`config.mk`:
```
export PLATFORM = sky130hd
export DESIGN_NAME = jt1942_objbuf_flat
export DESIGN_NICKNAME = d
export VERILOG_FILES = /design/src/rtl/jt1942_objbuf_if.sv /design/src/rtl/jt1942_objbuf.sv /design/src/flat_wrapper.sv
export SDC_FILE = /design/constraint.sdc
export NUM_CORES = 2
export LEC_CHECK = 0
export CORE_MARGIN = 1.5
export CORE_UTILIZATION = 42
export DETAILED_ROUTE_END_ITERATION = 10
export REMOVE_ABC_BUFFERS = 1
export SYNTH_ARGS = -nofsm -noshare
export SYNTH_HDL_FRONTEND = slang
export SYNTH_SLANG_ARGS = --single-unit
```
`constraint.sdc`:
```
create_clock -name clk -period 11 [get_ports clk]
set_clock_uncertainty 0.05 [all_clocks]
set_input_delay 3.3 -clock clk [delete_from_list [all_inputs] [get_ports clk]]
set_output_delay 3.3 -clock clk [all_outputs]
set_load 0.005 [all_outputs]
```
`src/rtl/jt1942_objbuf_if.sv`:
```
// Object line buffer bus: pixel-rate enable, buffer select, display read
// position and draw requests from the object pipeline, plus the pixel and
// busy indication returned by the buffer.
//   master : object timing / draw engine side (drives cen6, line, H, vis, wr_*)
//   slave  : line buffer side (drives obj_pxl, busy)
interface jt1942_objbuf_if;
  logic       cen6;     // 6 MHz clock enable
  logic       line;     // draw half = line, display half = ~line
  logic [8:0] H;        // horizontal counter, H[7:0] is the display address
  logic       vis;      // display read/clear window
  logic       wr_en;    // draw request
  logic [7:0] wr_pos;   // draw x position
  logic [7:0] wr_pxl;   // {palette, colour}
  logic [7:0] obj_pxl;  // displayed pixel, 8'hFF = transparent
  logic       busy;     // post-reset clear sweep running

  modport master (
    output cen6, line, H, vis, wr_en, wr_pos, wr_pxl,
    input  obj_pxl, busy
  );

  modport slave (
    input  cen6, line, H, vis, wr_en, wr_pos, wr_pxl,
    output obj_pxl, busy
  );
endinterface

```
`src/rtl/jt1942_objbuf.sv`:
```
// Ping-pong object line buffer. The draw engine writes the current line into
// half 'line' through a two-step read-modify-write while the display plays the
// previous line back from half '~line', clearing each byte once shown.
// After reset both halves are swept to 8'hFF, one address per clk.
//
// Ports:
//   clk  - system clock
//   rst  - synchronous reset, active-high
//   bus  - jt1942_objbuf_if.slave (cen6, line, H, vis, wr_*, obj_pxl, busy)
//
// Build option: define JT1942_OBJBUF_PRIO_EN to keep the first-drawn object
// (commit only over a transparent stored colour); otherwise the last-drawn
// object wins.
module jt1942_objbuf #(
  parameter logic [3:0] TRANSP = 4'hF
) (
  input  logic               clk,
  input  logic               rst,
  jt1942_objbuf_if.slave     bus
);

  localparam logic [7:0] ClrByte = 8'hFF;

  logic [7:0] mem_a [256];
  logic [7:0] mem_b [256];

  // Clear sweep
  logic       busy_q;
  logic [7:0] clr_addr_q;

  // Draw stage 1: latched request plus the byte currently stored at wr_pos.
  // The commit (stage 2) happens on the following cen6 from these registers.
  logic       s1_vld_q;
  logic       s1_half_q;
  logic [7:0] s1_pos_q;
  logic [7:0] s1_pxl_q;
  logic [7:0] s1_rd_q;

  // Display path: read at one cen6, present and clear at the next
  logic       rd_vld_q;
  logic       rd_half_q;
  logic [7:0] rd_addr_q;
  logic [7:0] rd_data_q;
  logic [7:0] obj_pxl_q;

  logic       run;
  logic       commit;
  logic       fwd;
  logic [7:0] draw_rd;
  logic [7:0] disp_rd;
  logic [7:0] s1_rd_d;

  logic       we_a, we_b;
  logic [7:0] addr_a, addr_b;
  logic [7:0] din_a, din_b;

  logic       unused_h8;
  assign unused_h8 = bus.H[8];

  assign run = bus.cen6 && !busy_q;

`ifdef JT1942_OBJBUF_PRIO_EN
  assign commit = s1_vld_q && (s1_rd_q[3:0] == TRANSP);
`else
  logic unused_s1_rd;
  assign unused_s1_rd = ^s1_rd_q;
  assign commit       = s1_vld_q;
`endif

  // Draw and display always address opposite halves, so each RAM sees at
  // most one read per cycle.
  assign draw_rd = bus.line ? mem_b[bus.wr_pos] : mem_a[bus.wr_pos];
  assign disp_rd = bus.line ? mem_a[bus.H[7:0]] : mem_b[bus.H[7:0]];

  // A commit landing on the byte being read this cycle must be seen by the
  // new request, otherwise back-to-back draws to one pixel would race.
  assign fwd     = commit && (s1_half_q == bus.line) && (s1_pos_q == bus.wr_pos);
  assign s1_rd_d = fwd ? s1_pxl_q : draw_rd;

  // Write ports. The commit half and the clear half were both latched on the
  // same cen6 from line and its inverse, so they never target the same RAM.
  always_comb begin
    we_a   = 1'b0;
    we_b   = 1'b0;
    addr_a = 8'd0;
    addr_b = 8'd0;
    din_a  = ClrByte;
    din_b  = ClrByte;
    if (!rst) begin
      if (busy_q) begin
        we_a   = 1'b1;
        we_b   = 1'b1;
        addr_a = clr_addr_q;
        addr_b = clr_addr_q;
      end else if (bus.cen6) begin
        if (commit) begin
          if (s1_half_q) begin
            we_b   = 1'b1;
            addr_b = s1_pos_q;
            din_b  = s1_pxl_q;
          end else begin
            we_a   = 1'b1;
            addr_a = s1_pos_q;
            din_a  = s1_pxl_q;
          end
        end
        if (rd_vld_q) begin
          if (rd_half_q) begin
            we_b   = 1'b1;
            addr_b = rd_addr_q;
            din_b  = ClrByte;
          end else begin
            we_a   = 1'b1;
            addr_a = rd_addr_q;
            din_a  = ClrByte;
          end
        end
      end
    end
  end

  always_ff @(posedge clk) begin
    if (we_a) mem_a[addr_a] <= din_a;
    if (we_b) mem_b[addr_b] <= din_b;
  end

  always_ff @(posedge clk) begin
    if (rst) begin
      busy_q     <= 1'b1;
      clr_addr_q <= 8'd0;
      s1_vld_q   <= 1'b0;
      s1_half_q  <= 1'b0;
      s1_pos_q   <= 8'd0;
      s1_pxl_q   <= ClrByte;
      s1_rd_q    <= ClrByte;
      rd_vld_q   <= 1'b0;
      rd_half_q  <= 1'b0;
      rd_addr_q  <= 8'd0;
      rd_data_q  <= ClrByte;
      obj_pxl_q  <= ClrByte;
    end else if (busy_q) begin
      clr_addr_q <= clr_addr_q + 8'd1;
      if (clr_addr_q == 8'hFF) busy_q <= 1'b0;
    end else if (run) begin
      // Transparent requests are dropped here and never reach the commit
      s1_vld_q  <= bus.wr_en && (bus.wr_pxl[3:0] != TRANSP);
      s1_half_q <= bus.line;
      s1_pos_q  <= bus.wr_pos;
      s1_pxl_q  <= bus.wr_pxl;
      s1_rd_q   <= s1_rd_d;

      rd_vld_q  <= bus.vis;
      rd_half_q <= ~bus.line;
      rd_addr_q <= bus.H[7:0];
      rd_data_q <= disp_rd;
      obj_pxl_q <= rd_vld_q ? rd_data_q : ClrByte;
    end
  end

  assign bus.obj_pxl = obj_pxl_q;
  assign bus.busy    = busy_q;

endmodule

```
`src/flat_wrapper.sv`:
```
// flat-port wrapper written by rule: the top's interface ports become plain ports
module jt1942_objbuf_flat 
#(
  parameter logic [3:0] TRANSP = 4'hF
)
  (clk, rst, bus_cen6, bus_line, bus_H, bus_vis, bus_wr_en, bus_wr_pos, bus_wr_pxl, bus_obj_pxl, bus_busy);
  jt1942_objbuf_if bus_i ();
  input  logic clk;
  input  logic rst;
  input wire logic [$bits(bus_i.cen6)-1:0] bus_cen6;
  input wire logic [$bits(bus_i.line)-1:0] bus_line;
  input wire logic [$bits(bus_i.H)-1:0] bus_H;
  input wire logic [$bits(bus_i.vis)-1:0] bus_vis;
  input wire logic [$bits(bus_i.wr_en)-1:0] bus_wr_en;
  input wire logic [$bits(bus_i.wr_pos)-1:0] bus_wr_pos;
  input wire logic [$bits(bus_i.wr_pxl)-1:0] bus_wr_pxl;
  output wire logic [$bits(bus_i.obj_pxl)-1:0] bus_obj_pxl;
  output wire logic [$bits(bus_i.busy)-1:0] bus_busy;
  assign bus_i.cen6 = bus_cen6;
  assign bus_i.line = bus_line;
  assign bus_i.H = bus_H;
  assign bus_i.vis = bus_vis;
  assign bus_i.wr_en = bus_wr_en;
  assign bus_i.wr_pos = bus_wr_pos;
  assign bus_i.wr_pxl = bus_wr_pxl;
  assign bus_obj_pxl = bus_i.obj_pxl;
  assign bus_busy = bus_i.busy;
  jt1942_objbuf #(.TRANSP(TRANSP)) u_core (.clk(clk), .rst(rst), .bus(bus_i));
endmodule
```
==> results.yml <==
final_layout:
  final_cell_mix: "4,096 x edfxtp_1, 965 x mux4_2, 597 x nor2_1"
  layout-drive-gt1-share: 0.220
  areaGrowthSynthToFinish_pct: 11.6
  final_common_cell: "edfxtp_1"
  stdcell_count: 13300
  utilization: 0.471
  nNetsFinal: 7951
route:
  routedWlPerCell_um: 33.3
  route.met2.wl_um: 212000
  wl_met3_um: 40000
  wl_um: 444000
  m1WireLength_um: 174000
  drc: 0
  via_per_inst: 6.12
  first_pass_iters: 6
  drtIter0Drc: 11100
  vias: 81400
  antenna_left: 0
  maxUsedRoutingLayer: "met5"
cts:
  clk_pin_slew_ns: 0.06
  cts.sinks: 4149
  clockBufferDepth: 4
  cts_setup_buffers: 0
  clock_latency_ns: 0.99
  cts_buffers: 411
  cts_tree: "yes"
  cts_resized: 0
  cts_max_level: 5
  cts_root_buffer: "clkbuf_16"
  cts_hold_repair.buffers: 0
flow_run:
  max_cap_violations: 1
worst_hold_path:
  min_path_type: "reg -> reg"
  holdCritStartpoint: "u_core.rd_addr_q[5]"
  whs_endpoint: "u_core.rd_addr_q[5]"
  worst_hold_path.num_cells: 2
timing:
  finalSetupViolations: 0
  fmax_mhz: 139
  hold_slack_ns: 0.424
  min_period_ns: 7.22
  min_period_over_period: 0.656
  max_slew.worst_pin.slew_ns: 1.48
  rsz0062_at_grt: "no"
  max_slew_margin: 0.0119
  hold_viol_final: 0
  timing.final.ws_setup_ns: 3.78
  finalSetupTns_ns: 0
  maxSlewViolCount: 0
floorplanning:
  fp.coreArea_um2: 383000
  die_w_um: 623
  pin_count: 40
  dieArea_um2: 388000
  initial_utilization: 0.422
  rows: 227
  dieHeight_um: 623
global_route:
  antenna_found_initial: 24
  grt_pass1_vias: 80600
  grt_pass1_wl_um: 620000
  grt_use_total: 0.224
  grt_max_degree: 228
  grt_remaining_overflow: 0
synth:
  synthAdderAreaFrac: 0.0000775
  ys_types: 78
  synth.avg_cell_area_um2: 20.8
  yosys_warnings: 0
  yosys-mux-area-fraction: 0.151
  synth_compound_area_frac: 0.0291
  ys_seq_elements: 4149
  synth_area_um2: 161000
  synth_cells: 7745
  synth_edf_count: 4096
  synth_flop_cell: "edfxtp_1"
  synth_xor_area_frac: 0.000217
  synth-seq-area-share: 0.768
  ys_async_sr_fraction: 0
  synth_top_family_by_area: "multiplexers"
  synthSimpleGateAreaFrac: 0.0328
power_and_ir_drop:
  p_seq_frac: 0.538
  power_frac_comb: 0.029
  switching_share: 0.209
  internal-power_mw: 25.1
  p_sw_mw: 6.64
  clockPowerShare: 0.433
  ir_drop_v: 0.000161
  power_density_nw_per_um2: 176
  leakage_nw: 66.0
outcome:
  failed_checks: "capacitance limit"
  outcome: "complete, but fails checks"
setup_path:
  r2r_cells: 8
  worstSetupPathType: "in -> reg"
  r2r_slack_ns: 5.38
  critPathMaxFanout: 16
  endpoint_kind: "register"
  reg2reg_from: "u_core.rd_vld_q"
  crit_arrival_ns: 7.73
  critPathLaunchType: "input pin"
  worstPathRequired_ns: 11.51
  r2r-end: "u_core.mem_a[151][5]"
placement:
  dp_slack_ns: 2.96
  dp_cells: 12500
  hpwl_um: 264000
  gp_congestion: 0.855
  port_buffers: 38
worst max-delay path, stage by stage:
cell,delay [ns]
clkdlybuf4s50_1,0.65
o21a_1,0.17
nor2_1,0.12
a2111oi_1,0.85
nor2b_1,0.92
nand2_1,0.73
nor2_1,0.97
cells in the mapped netlist, types with 10 or more instances:
master | count | area share
nand3b_1 | 14 | 0.00065
o211ai_1 | 10 | 0.00046
buf_1 | 27 | 0.00063
mux4_2 | 965 | 0.13
nor2_1 | 602 | 0.014
nand4_1 | 21 | 0.00081
a32oi_1 | 17 | 0.00092
edfxtp_1 | 4096 | 0.76
nor3_1 | 44 | 0.0014
mux2i_1 | 207 | 0.013
or3_1 | 15 | 0.00058
and3_1 | 19 | 0.00074
mux4_1 | 15 | 0.0024
buf_6 | 60 | 0.0042
a21oi_1 | 130 | 0.0040
and2_1 | 19 | 0.00074
a211oi_1 | 33 | 0.0015
o21ai_0 | 57 | 0.0018
nand2b_1 | 27 | 0.0010
nor2b_1 | 27 | 0.0010
or2_2 | 17 | 0.00066
dfxtp_1 | 53 | 0.0066
a31oi_1 | 29 | 0.0011
o22ai_1 | 135 | 0.0052
a22oi_1 | 116 | 0.0054
o221ai_1 | 24 | 0.0013
buf_4 | 118 | 0.0055
a221oi_1 | 33 | 0.0018
nand2_1 | 315 | 0.0073
clkbuf_1 | 167 | 0.0039
mux2_2 | 21 | 0.0015
a22o_1 | 14 | 0.00076
nand3_1 | 73 | 0.0023
buf_2 | 79 | 0.0024
kinds of logic (layout without fill, tap and decap cells):
family	after synthesis	count (layout)
other cells	0	8
simple gates	1225	1225
buf+inv	474	992
fa+ha+maj	1	1
compound gates	684	684
mux	1208	1208
xor+xnor	4	4
flops	4149	4149
worst max-delay path by stage:
stage | endpoint | cells after the start | slack, ns | startpoint
final | u_core.mem_a[151][5] | 7 | 3.78 | bus_cen6
after global routing | u_core.mem_a[41][4] | 7 | 3.75 | bus_cen6
after CTS | u_core.mem_a[151][3] | 7 | 3.96 | bus_cen6
after detailed placement | u_core.mem_a[10][7] | 7 | 2.96 | rst
after global placement | u_core.mem_a[149][5] | 7 | 3.00 | bus_cen6
after floorplan | u_core.mem_b[0][0] | 3 | 2.51 | bus_cen6
stage by stage:
stage | total power [mW] | cell area, um^2
floorplan | 17.8 | 159000
global placement | 18.3 | 167000
detailed placement | 18.3 | 167000
CTS | 31.9 | 180000
global route | 32.5 | 180000
finish | 31.8 | 180000
sequential cells by signal, indices dropped and copies added, names as in the netlist:
| signal | count |
|---|---|
| u_core.bus.busy | 1 |
| u_core.bus.obj_pxl | 8 |
| u_core.clr_addr_q | 8 |
| u_core.commit | 1 |
| u_core.mem_a | 2048 |
| u_core.mem_b | 2048 |
| u_core.rd_addr_q | 8 |
| u_core.rd_data_q | 8 |
| u_core.rd_half_q | 1 |
| u_core.rd_vld_q | 1 |
| u_core.s1_half_q | 1 |
| u_core.s1_pos_q | 8 |
| u_core.s1_pxl_q | 8 |
metal layers:
| metal | track usage | vias to the layer above |
|---|---|---|
| li1 | - | 32600 |
| met4 | 0.0795 | 6 |
| met3 | 0.0375 | 780 |
| met5 | 0 | - |
| met2 | 0.360 | 4354 |
| met1 | 0.312 | 43600 |
power by group through the flow:
| stage | Clock (mW) | Sequential [mW] | Combinational (mW) |
|---|---|---|---|
| final | 13.8 | 17.1 | 0.908 |
| after global routing | 14.5 | 17.1 | 0.931 |
| after CTS | 13.9 | 17.1 | 0.909 |
| after detailed placement | 0 | 17.4 | 0.907 |
| after global placement | 0 | 17.4 | 0.906 |
| after floorplan | 0 | 17.4 | 0.317 |
final cells by class:
class                           count  area (um^2)
Timing Repair Buffer              226         2100
Clock inverter                    253         2220
Multi-Input combinational cell   3122        34600
Inverter                            9         40.0
Antenna cell                        8         20.0
Tap cell                         5038         6300
Fill cell                       31100       202000
Sequential cell                  4149       124000
Clock buffer                      504        10900
No activity file was read; power rests on OpenSTA's default activity.
